[src/rtl/hamming12_8_pkg.sv]
// Shared definitions for the Hamming(12,8) receive path: code geometry,
// data bit positions and the syndrome / correction / extraction helpers.
package hamming12_8_pkg;

  localparam int CODE_W = 12;
  localparam int DATA_W = 8;
  localparam int SYN_W  = 4;

  // Hamming position (1-based) of data bits d0..d7; index 0 is d0.
  localparam logic [DATA_W-1:0][3:0] DATA_POS = {
    4'd12, 4'd11, 4'd10, 4'd9, 4'd7, 4'd6, 4'd5, 4'd3
  };

  // Highest syndrome that still points at a real bit of the codeword.
  localparam logic [SYN_W-1:0] SYN_LAST_POS = 4'd12;

  // Decoded result carried by the output stage.
  typedef struct packed {
    logic [DATA_W-1:0] data;
    logic              corr;
    logic              err;
    logic [SYN_W-1:0]  syn;
  } dec_out_t;

  // XOR of the 1-based positions of every set bit (even parity code).
  function automatic logic [SYN_W-1:0] calc_syndrome(input logic [CODE_W-1:0] code);
    logic [SYN_W-1:0] s;
    s = 4'd0;
    for (int i = 0; i < CODE_W; i++) begin
      s = s ^ ({SYN_W{code[i]}} & SYN_W'(i + 1));
    end
    return s;
  endfunction

  // Invert the bit the syndrome points at; syndromes 0 and 13..15 leave the word alone.
  function automatic logic [CODE_W-1:0] correct_code(input logic [CODE_W-1:0] code,
                                                     input logic [SYN_W-1:0]  syn);
    logic [CODE_W-1:0] mask;
    if ((syn != 4'd0) && (syn <= SYN_LAST_POS)) begin
      mask = 12'd1 << (syn - 4'd1);
    end else begin
      mask = 12'd0;
    end
    return code ^ mask;
  endfunction

  // Gather d0..d7 from their Hamming positions.
  function automatic logic [DATA_W-1:0] extract_data(input logic [CODE_W-1:0] code);
    logic [DATA_W-1:0] d;
    d = 8'd0;
    for (int i = 0; i < DATA_W; i++) begin
      d[i] = code[DATA_POS[i] - 4'd1];
    end
    return d;
  endfunction

endpackage

[src/rtl/hamming12_8_syndrome.sv]
// Combinational Hamming(12,8) syndrome generator; also reused by checker blocks.
module hamming12_8_syndrome
  import hamming12_8_pkg::*;
(
  input  logic [CODE_W-1:0] in_code,
  output logic [SYN_W-1:0]  syndrome
);

  assign syndrome = calc_syndrome(in_code);

endmodule

[src/rtl/hamming12_8_decoder.sv]
// Streaming Hamming(12,8) SEC decoder with a 2-stage elastic pipeline.
// Stage 1 captures the codeword and its syndrome, stage 2 (the output
// register) holds the corrected byte and its status flags.
// Optional macro HAMMING_ERR_CNT_EN adds saturating corrected/uncorrectable
// word counters; without it the counter outputs are tied to zero.
module hamming12_8_decoder
  import hamming12_8_pkg::*;
#(
  parameter int CNT_W = 16
) (
  input  logic              clk,
  input  logic              rst,
  input  logic              in_valid,
  output logic              in_ready,
  input  logic [11:0]       in_code,
  output logic              out_valid,
  input  logic              out_ready,
  output logic [7:0]        out_data,
  output logic              out_corr,
  output logic              out_err,
  output logic [3:0]        out_syndrome,
  input  logic              cnt_clr,
  output logic [CNT_W-1:0]  corr_cnt,
  output logic [CNT_W-1:0]  err_cnt
);

  logic              s1_valid_q, s1_valid_d;
  logic [CODE_W-1:0] s1_code_q, s1_code_d;
  logic [SYN_W-1:0]  s1_syn_q, s1_syn_d;
  logic              out_valid_q, out_valid_d;
  dec_out_t          out_res_q, out_res_d;

  logic [SYN_W-1:0]  syn_s;
  logic              s2_load_s;
  logic              s1_advance_s;
  logic              in_ready_s;
  dec_out_t          dec_s;

  hamming12_8_syndrome u_syndrome (
    .in_code  (in_code),
    .syndrome (syn_s)
  );

  // A stage may load when it is empty or its content leaves this cycle,
  // so a full pipeline keeps streaming without bubbles.
  assign s2_load_s    = !out_valid_q || out_ready;
  assign s1_advance_s = s1_valid_q && s2_load_s;
  assign in_ready_s   = !s1_valid_q || s1_advance_s;

  // Stage 1 next state: take a new codeword whenever the stage can load.
  always_comb begin
    s1_valid_d = s1_valid_q;
    s1_code_d  = s1_code_q;
    s1_syn_d   = s1_syn_q;
    if (in_ready_s) begin
      s1_valid_d = in_valid;
      s1_code_d  = in_code;
      s1_syn_d   = syn_s;
    end else begin
      s1_valid_d = s1_valid_q;
    end
  end

  // Correction and data extraction on the stage 1 contents.
  always_comb begin
    dec_s      = '{data: 8'd0, corr: 1'b0, err: 1'b0, syn: 4'd0};
    dec_s.syn  = s1_syn_q;
    dec_s.data = extract_data(correct_code(s1_code_q, s1_syn_q));
    if (s1_syn_q == 4'd0) begin
      dec_s.corr = 1'b0;
      dec_s.err  = 1'b0;
    end else if (s1_syn_q <= SYN_LAST_POS) begin
      dec_s.corr = 1'b1;
      dec_s.err  = 1'b0;
    end else begin
      dec_s.corr = 1'b0;
      dec_s.err  = 1'b1;
    end
  end

  // Output stage next state: fields only change on a load of a valid word,
  // which keeps them stable while the consumer stalls.
  always_comb begin
    out_valid_d = out_valid_q;
    out_res_d   = out_res_q;
    if (s2_load_s) begin
      out_valid_d = s1_valid_q;
      if (s1_valid_q) begin
        out_res_d = dec_s;
      end else begin
        out_res_d = out_res_q;
      end
    end else begin
      out_valid_d = out_valid_q;
    end
  end

  // Pipeline registers; reset drops every word in flight.
  always_ff @(posedge clk) begin
    if (rst) begin
      s1_valid_q  <= 1'b0;
      s1_code_q   <= 12'd0;
      s1_syn_q    <= 4'd0;
      out_valid_q <= 1'b0;
      out_res_q   <= '{data: 8'd0, corr: 1'b0, err: 1'b0, syn: 4'd0};
    end else begin
      s1_valid_q  <= s1_valid_d;
      s1_code_q   <= s1_code_d;
      s1_syn_q    <= s1_syn_d;
      out_valid_q <= out_valid_d;
      out_res_q   <= out_res_d;
    end
  end

  assign in_ready     = in_ready_s;
  assign out_valid    = out_valid_q;
  assign out_data     = out_res_q.data;
  assign out_corr     = out_res_q.corr;
  assign out_err      = out_res_q.err;
  assign out_syndrome = out_res_q.syn;

`ifdef HAMMING_ERR_CNT_EN
  localparam logic [CNT_W-1:0] CNT_MAX  = {CNT_W{1'b1}};
  localparam logic [CNT_W-1:0] CNT_ONE  = CNT_W'(1);
  localparam logic [CNT_W-1:0] CNT_ZERO = {CNT_W{1'b0}};

  logic             out_xfer_s;
  logic [CNT_W-1:0] corr_cnt_q, corr_cnt_d;
  logic [CNT_W-1:0] err_cnt_q, err_cnt_d;

  assign out_xfer_s = out_valid_q && out_ready;

  // Saturating statistics; a clear wins over a same-cycle increment.
  always_comb begin
    corr_cnt_d = corr_cnt_q;
    err_cnt_d  = err_cnt_q;
    if (cnt_clr) begin
      corr_cnt_d = CNT_ZERO;
      err_cnt_d  = CNT_ZERO;
    end else begin
      if (out_xfer_s && out_res_q.corr && (corr_cnt_q != CNT_MAX)) begin
        corr_cnt_d = corr_cnt_q + CNT_ONE;
      end else begin
        corr_cnt_d = corr_cnt_q;
      end
      if (out_xfer_s && out_res_q.err && (err_cnt_q != CNT_MAX)) begin
        err_cnt_d = err_cnt_q + CNT_ONE;
      end else begin
        err_cnt_d = err_cnt_q;
      end
    end
  end

  // Counter registers.
  always_ff @(posedge clk) begin
    if (rst) begin
      corr_cnt_q <= CNT_ZERO;
      err_cnt_q  <= CNT_ZERO;
    end else begin
      corr_cnt_q <= corr_cnt_d;
      err_cnt_q  <= err_cnt_d;
    end
  end

  assign corr_cnt = corr_cnt_q;
  assign err_cnt  = err_cnt_q;
`else
  logic cnt_clr_unused;

  assign cnt_clr_unused = cnt_clr;
  assign corr_cnt       = {CNT_W{1'b0}};
  assign err_cnt        = {CNT_W{1'b0}};
`endif

endmodule

[config.mk]
export PLATFORM = sky130hd
export DESIGN_NAME = hamming12_8_decoder
export DESIGN_NICKNAME = d
export VERILOG_FILES = /design/src/rtl/hamming12_8_pkg.sv /design/src/rtl/hamming12_8_syndrome.sv /design/src/rtl/hamming12_8_decoder.sv
export SDC_FILE = /design/constraint.sdc
export NUM_CORES = 1
export LEC_CHECK = 0
export ABC_CLOCK_PERIOD_IN_PS = 3300
export CAP_MARGIN = 10
export CORE_UTILIZATION = 46
export CTS_CLUSTER_SIZE = 20
export DETAILED_ROUTE_END_ITERATION = 10
export GPL_TIMING_DRIVEN = 0
export PLACE_DENSITY_LB_ADDON = 0.15
export SYNTH_ARGS = -nofsm -noshare
export SYNTH_HDL_FRONTEND = slang
export SYNTH_SLANG_ARGS = --single-unit
[constraint.sdc]
create_clock -name clk -period 3.3 [get_ports clk]
set_input_delay 0.66 -clock clk [delete_from_list [all_inputs] [get_ports clk]]
set_output_delay 0.66 -clock clk [all_outputs]
set_load 0.05 [all_outputs]
Yosys cells after proc, flatten, opt, wreduce, memory -nomap -nowiden. Index checks and enable logic that the tools add are counted.

Bits in registers: 32. Latch bits: 0. Bits in writable memories: 0. Bits in read-only memories: 0. Bits of input ports: 17. Memories: 0.

Add/sub/neg operators: 1. $mul: 0. Divide/modulo/power cells: 0. Order comparisons: 1. Equal/unequal tests: 0. Shift-type cells: 1. Multiplexer cells: 3. Bitwise gates (word level): 12. Reduce and logical (&&, ||, !) cells: 9.

Operator list (count): XOR 4 bit (5); XOR 4 x 3 -> 4 bit (4); two-way mux 12 bit (1); left shift 1 x 4 -> 12 bit (first input constant) (1); XOR 12 bit (1); less-or-equal comparator 4 bit (second input constant) (1); zero test 4 bit (1); two-way mux 2 bit (2); nonzero test 4 bit (1); subtractor 4 x 1 -> 4 bit (second input constant) (1); XOR 4 x 2 -> 4 bit (1); logical AND 1 bit (2); zero test 1 bit (2); logical OR 1 bit (2); AND reduction 2 bit (1); XOR 1 x 2 -> 2 bit (1).

Depth between registers and ports, before layout.
Word-level depth: 11. Gate-level depth with buffers: 5.

By module. From an unflattened synthesis, not the netlist that was laid out.

Cells, all modules: 180. Area total of the unflattened synthesis: 1662.8 µm².

By module, submodules not included: hamming12_8_decoder (instances 1, cells an instance 169, area an instance 1497.7 µm², seq. area each 560.5 µm²); hamming12_8_syndrome (instances 1, cells an instance 11, area an instance 165.2 µm², seq. area each 0.0 µm²).

Least setup slack after synthesis. Ideal clock, no wire load.

Path kind: in2out. Start point: input out_ready. End point: output in_ready. Data arrival time: 1300 ps. Data required time: 2640 ps. Path slack: 1340 ps. Stages: 3. Buffers on the path: 1. Cell sequence: and3b_1 inv_1 buf_2.

Cells in the longest elaborated chain, start to end: 3.

RTL lines: start: declaration (RTL line hamming12_8_decoder.sv:17) `input logic out_ready,`; logical OR 1 bit (RTL line hamming12_8_decoder.sv:46) `assign s2_load_s = !out_valid_q || out_ready;`; logical AND 1 bit (RTL line hamming12_8_decoder.sv:47) `assign s1_advance_s = s1_valid_q && s2_load_s;`; logical OR 1 bit (RTL line hamming12_8_decoder.sv:48) `assign in_ready_s = !s1_valid_q || s1_advance_s;`; end: declaration (RTL line hamming12_8_decoder.sv:14) `output logic in_ready,`.

Every way passes these cells.

Worst setup path in the final report. Ends and elaborated chain as after synthesis.

==> key figures <==
Outcome
  – Status: finished, final reports clean

Yosys
  – Cell types occupying the most area after synthesis: sky130_fd_sc_hd__dfxtp_1 (35%), sky130_fd_sc_hd__buf_4 (15%), sky130_fd_sc_hd__a21oi_1 (7.2%)
  – Avg Cell Area, Syn: 8.962 um2
  – Part of the Yosys area used for sequential elements: 0.3514
  – Post-synthesis register bit count: 28
  – Area share of the largest cell type after synthesis: 0.3514
  – Yosys warns: 0
  – Synth unique cells: 30
  – Proportion of register bits with asynchronous set or reset after synthesis: 0
  – Cell area after synthesis: 1595 um2
  – Most used flip-flop cell after synthesis: sky130_fd_sc_hd__dfxtp_1
  – Count of mapped cells out of synthesis: 178
  – Cell type contributing the most total cell area after synthesis: sky130_fd_sc_hd__dfxtp_1
  – Number of enable flip-flop cells after synthesis: 0

Global routing
  – Number of antenna violations at the first check in global routing: 0
  – Overall Global Routing Usage: 0.1772
  – Vias in the first global route: 1117
  – Grt ovf: 0
  – Maximum number of pins on one net before global-route repair: 15
  – Global-route wire length before repair: 4.809 mm

Pwr
  – Sw Pwr: 310.2 uW
  – Largest voltage drop on the vdd net: 0.1460 mV
  – Logic gate share of total power: 0.389
  – Sw Ratio: 0.3658
  – Share of power burned in the clock network: 0.163
  – Internal power of the cells: 537.9 uW
  – Power per cell area: 404.9 nW/um2
  – Sequential share of power: 0.448
  – Leakage: 0.0009154 uW

Floorplanning
  – Row count: 21
  – Die area: 3708 um2
  – Area of the core region: 3337 um2
  – X dimension of the die: 60.89 um
  – Y dimension of the die: 60.89 um
  – Ports: 65
  – Starting utilization of the core area: 0.4781

Setup path
  – Nature of the critical path startpoint: primary input
  – Startpoint-to-endpoint class of the critical path: primary input to output port
  – Largest fanout on the critical path: 10
  – Reg-to-Reg Start: s1_valid_q
  – Kind of end point of the critical path: output port
  – Worst reg-to-reg path cell count: 3
  – R2R Path End: out_data[3]
  – Timing startpoint of the critical path: out_ready
  – R2R setup slack: 1.89 ns
  – Crit path DAT: 2.22 ns
  – Worst setup path endpoint: in_ready
  – Required time of the critical path: 2.64 ns

Min path
  – Worst min-delay path startpoint: s1_code_q[4]
  – Hold Path Class: register to register

Timing
  – FMAX: 347.5 MHz
  – Setup clock skew after layout: 0.004426 ns
  – Worst slew margin: 0.6275
  – Setup_tns: 0 ns
  – Setup violations, final: 0
  – Portion of the clock cycle consumed by the worst path in the final layout: 0.8721
  – Post-route worst setup slack: 0.4222 ns
  – Final Hold Fails: 0
  – Slew at the pin closest to its max-slew limit: 0.5566 ns
  – Number of max-slew violations in the final report: 0
  – Minimum clock period: 2.878 ns
  – Unrepaired setup endpoints after global routing: false

Routing
  – Detailed route wirelength on metal3: 134 um
  – Met2 WL post-DR: 1.332 mm
  – Met1 wire length: 1.350 mm
  – Total wire length after detailed routing: 2.878 mm
  – Average wire per cell in the routed design: 9.993 um
  – Via/cell ratio: 4.313
  – First-pass iteration count of the detailed router: 4
  – Number of DRC markers in iteration 0: 54
  – Post-DRT Antenna Nets: 0
  – DR vias: 1242
  – Post-route DRC: 0
  – Top Layer Used: met4

Placed design
  – Placer's final routability congestion estimate: 0.7408
  – Half-perimeter wire length after placement: 2.276 mm
  – Setup Slack @ Placement: 0.05448 ns
  – Port Buf Inserts: 30

Finish
  – Net count of the finished layout: 261
  – Count of inserted antenna diode cells: 0
  – Filler instances: 311
  – Storage element area: 560.5 um2
  – Area Growth Syn to Fin: 31.29%
  – Area of combinational cells with multiple inputs: 849.6 um2
  – Fraction of final layout cells sized beyond drive strength 1: 0.2107

Clocking
  – Latest clock arrival within the worst-skew pair: 0.33 ns
  – Post-CTS Setup Bufs: 0
  – Post-cts gate resize count: 0
  – TritonCTS Sinks: 28
  – Maximum number of buffers from clock root to sink: 2
  – Cts hold-fix bufs: 0
  – CTS tree: done
  – H-tree levels: 1
  – Clock tree root driver cell: sky130_fd_sc_hd__clkbuf_4
  – Clock transition at the register clock pins on the worst setup and hold paths after CTS: 0.13 ns
  – Num CTS Buffers: 3

Run
  – Number of maximum-capacitance violations: 0
[area by class of cell]
class | count | area share
buffer | 43 | 0.1386
sequential | 28 | 0.2676
tap | 46 | 0.02748
multi-input combinational | 135 | 0.4056
clock buffer | 3 | 0.01075
inverter | 3 | 0.005376
timing repair buffer | 30 | 0.1446
[worst max-delay path, cell delays in order]
cell	delay, ns
sky130_fd_sc_hd__clkdlybuf4s50_1	0.48
sky130_fd_sc_hd__and3b_1	0.22
sky130_fd_sc_hd__inv_1	0.16
sky130_fd_sc_hd__buf_2	0.24
sky130_fd_sc_hd__dlymetal6s2s_1	0.45
[Yosys cell counts (all sizes together) (3+ instances only)]
master and count:
buf 41, nor2 6, a211oi 11, and4bb 6
dfxtp 28, o21ai 5, xnor3 4, nand3 4
inv 3, xnor2 13, a21oi 23, nand2 16
xor2 3
[metrics by stage]
| step | hold WS (ns) | instances | instance area (um2) | power, uW | utilization |
|---|---|---|---|---|---|
| floorplan | 0.4436 | 209 | 1712 | 649.8 | - |
| global placement | 0.4552 | 285 | 2069 | 714.2 | 0.6202 |
| detailed placement | 0.4607 | 285 | 2069 | 716.3 | 0.6202 |
| CTS | 0.4777 | 288 | 2092 | 850.3 | 0.6269 |
| global route | 0.5122 | 288 | 2095 | 890.7 | 0.6277 |
| finish | 0.4746 | 288 | 2095 | 848.2 | 0.6277 |
[state kept, by name, indices dropped and copies added, names as in the netlist]
register and cells:
s1_code_q 8, s1_syn_q 4, out_syndrome 4, out_valid 1
out_err 1, out_corr 1, s1_valid_q 1, out_data 8
[layout by cell type (no fill, tap or decap), drive strengths merged, types with 2 or more instances in the layout]
master / count
nand3: 4
nand2: 16
and4bb: 6
o21ai: 5
conb: 32
a211oi: 11
inv: 3
buf: 41
a21oi: 23
xor2: 3
nor2: 6
nand4b: 2
clkbuf: 5
xnor3: 4
dfxtp: 28
clkdlybuf4s50: 29
xnor2: 13
[kinds of logic after synthesis]
group	Yosys count	share of synthesized area
buffers and inverters	46	0.1890
AOI/OAI and AO/OA	43	0.1631
and+or+nand+nor	40	0.1475
DFF	28	0.3514
xor gates and xnor gates	20	0.1467
other	1	0.002351
[worst min-delay path by stage]
stage                                to  slack (ns)  cells past startpoint
after floorplan           s1_code_q[10]        0.44                      2
after global placement     s1_code_q[8]        0.46                      2
after detailed placement   s1_code_q[4]        0.46                      2
after CTS                  s1_code_q[4]        0.48                      2
after global routing       s1_code_q[4]        0.51                      2
final                      s1_code_q[4]        0.47                      2
[per-layer routing]
layer,vias to the layer above,global-route usage
li1,671,-
met1,522,0.2206
met2,44,0.3108
met3,5,0.01706
met4,0,0.07792
met5,-,0
[power by group through the flow]
stage          logic, uW  clock network, uW  registers (uW)
4_1_cts              329                141             380
3_3_place_gp         327                  0             387
3_5_place_dp         328                  0             388
5_1_grt              355                151             385
2_1_floorplan        224                  0             426
6_report             330                138             380
Note: power is estimated with default switching activity, not from simulation.
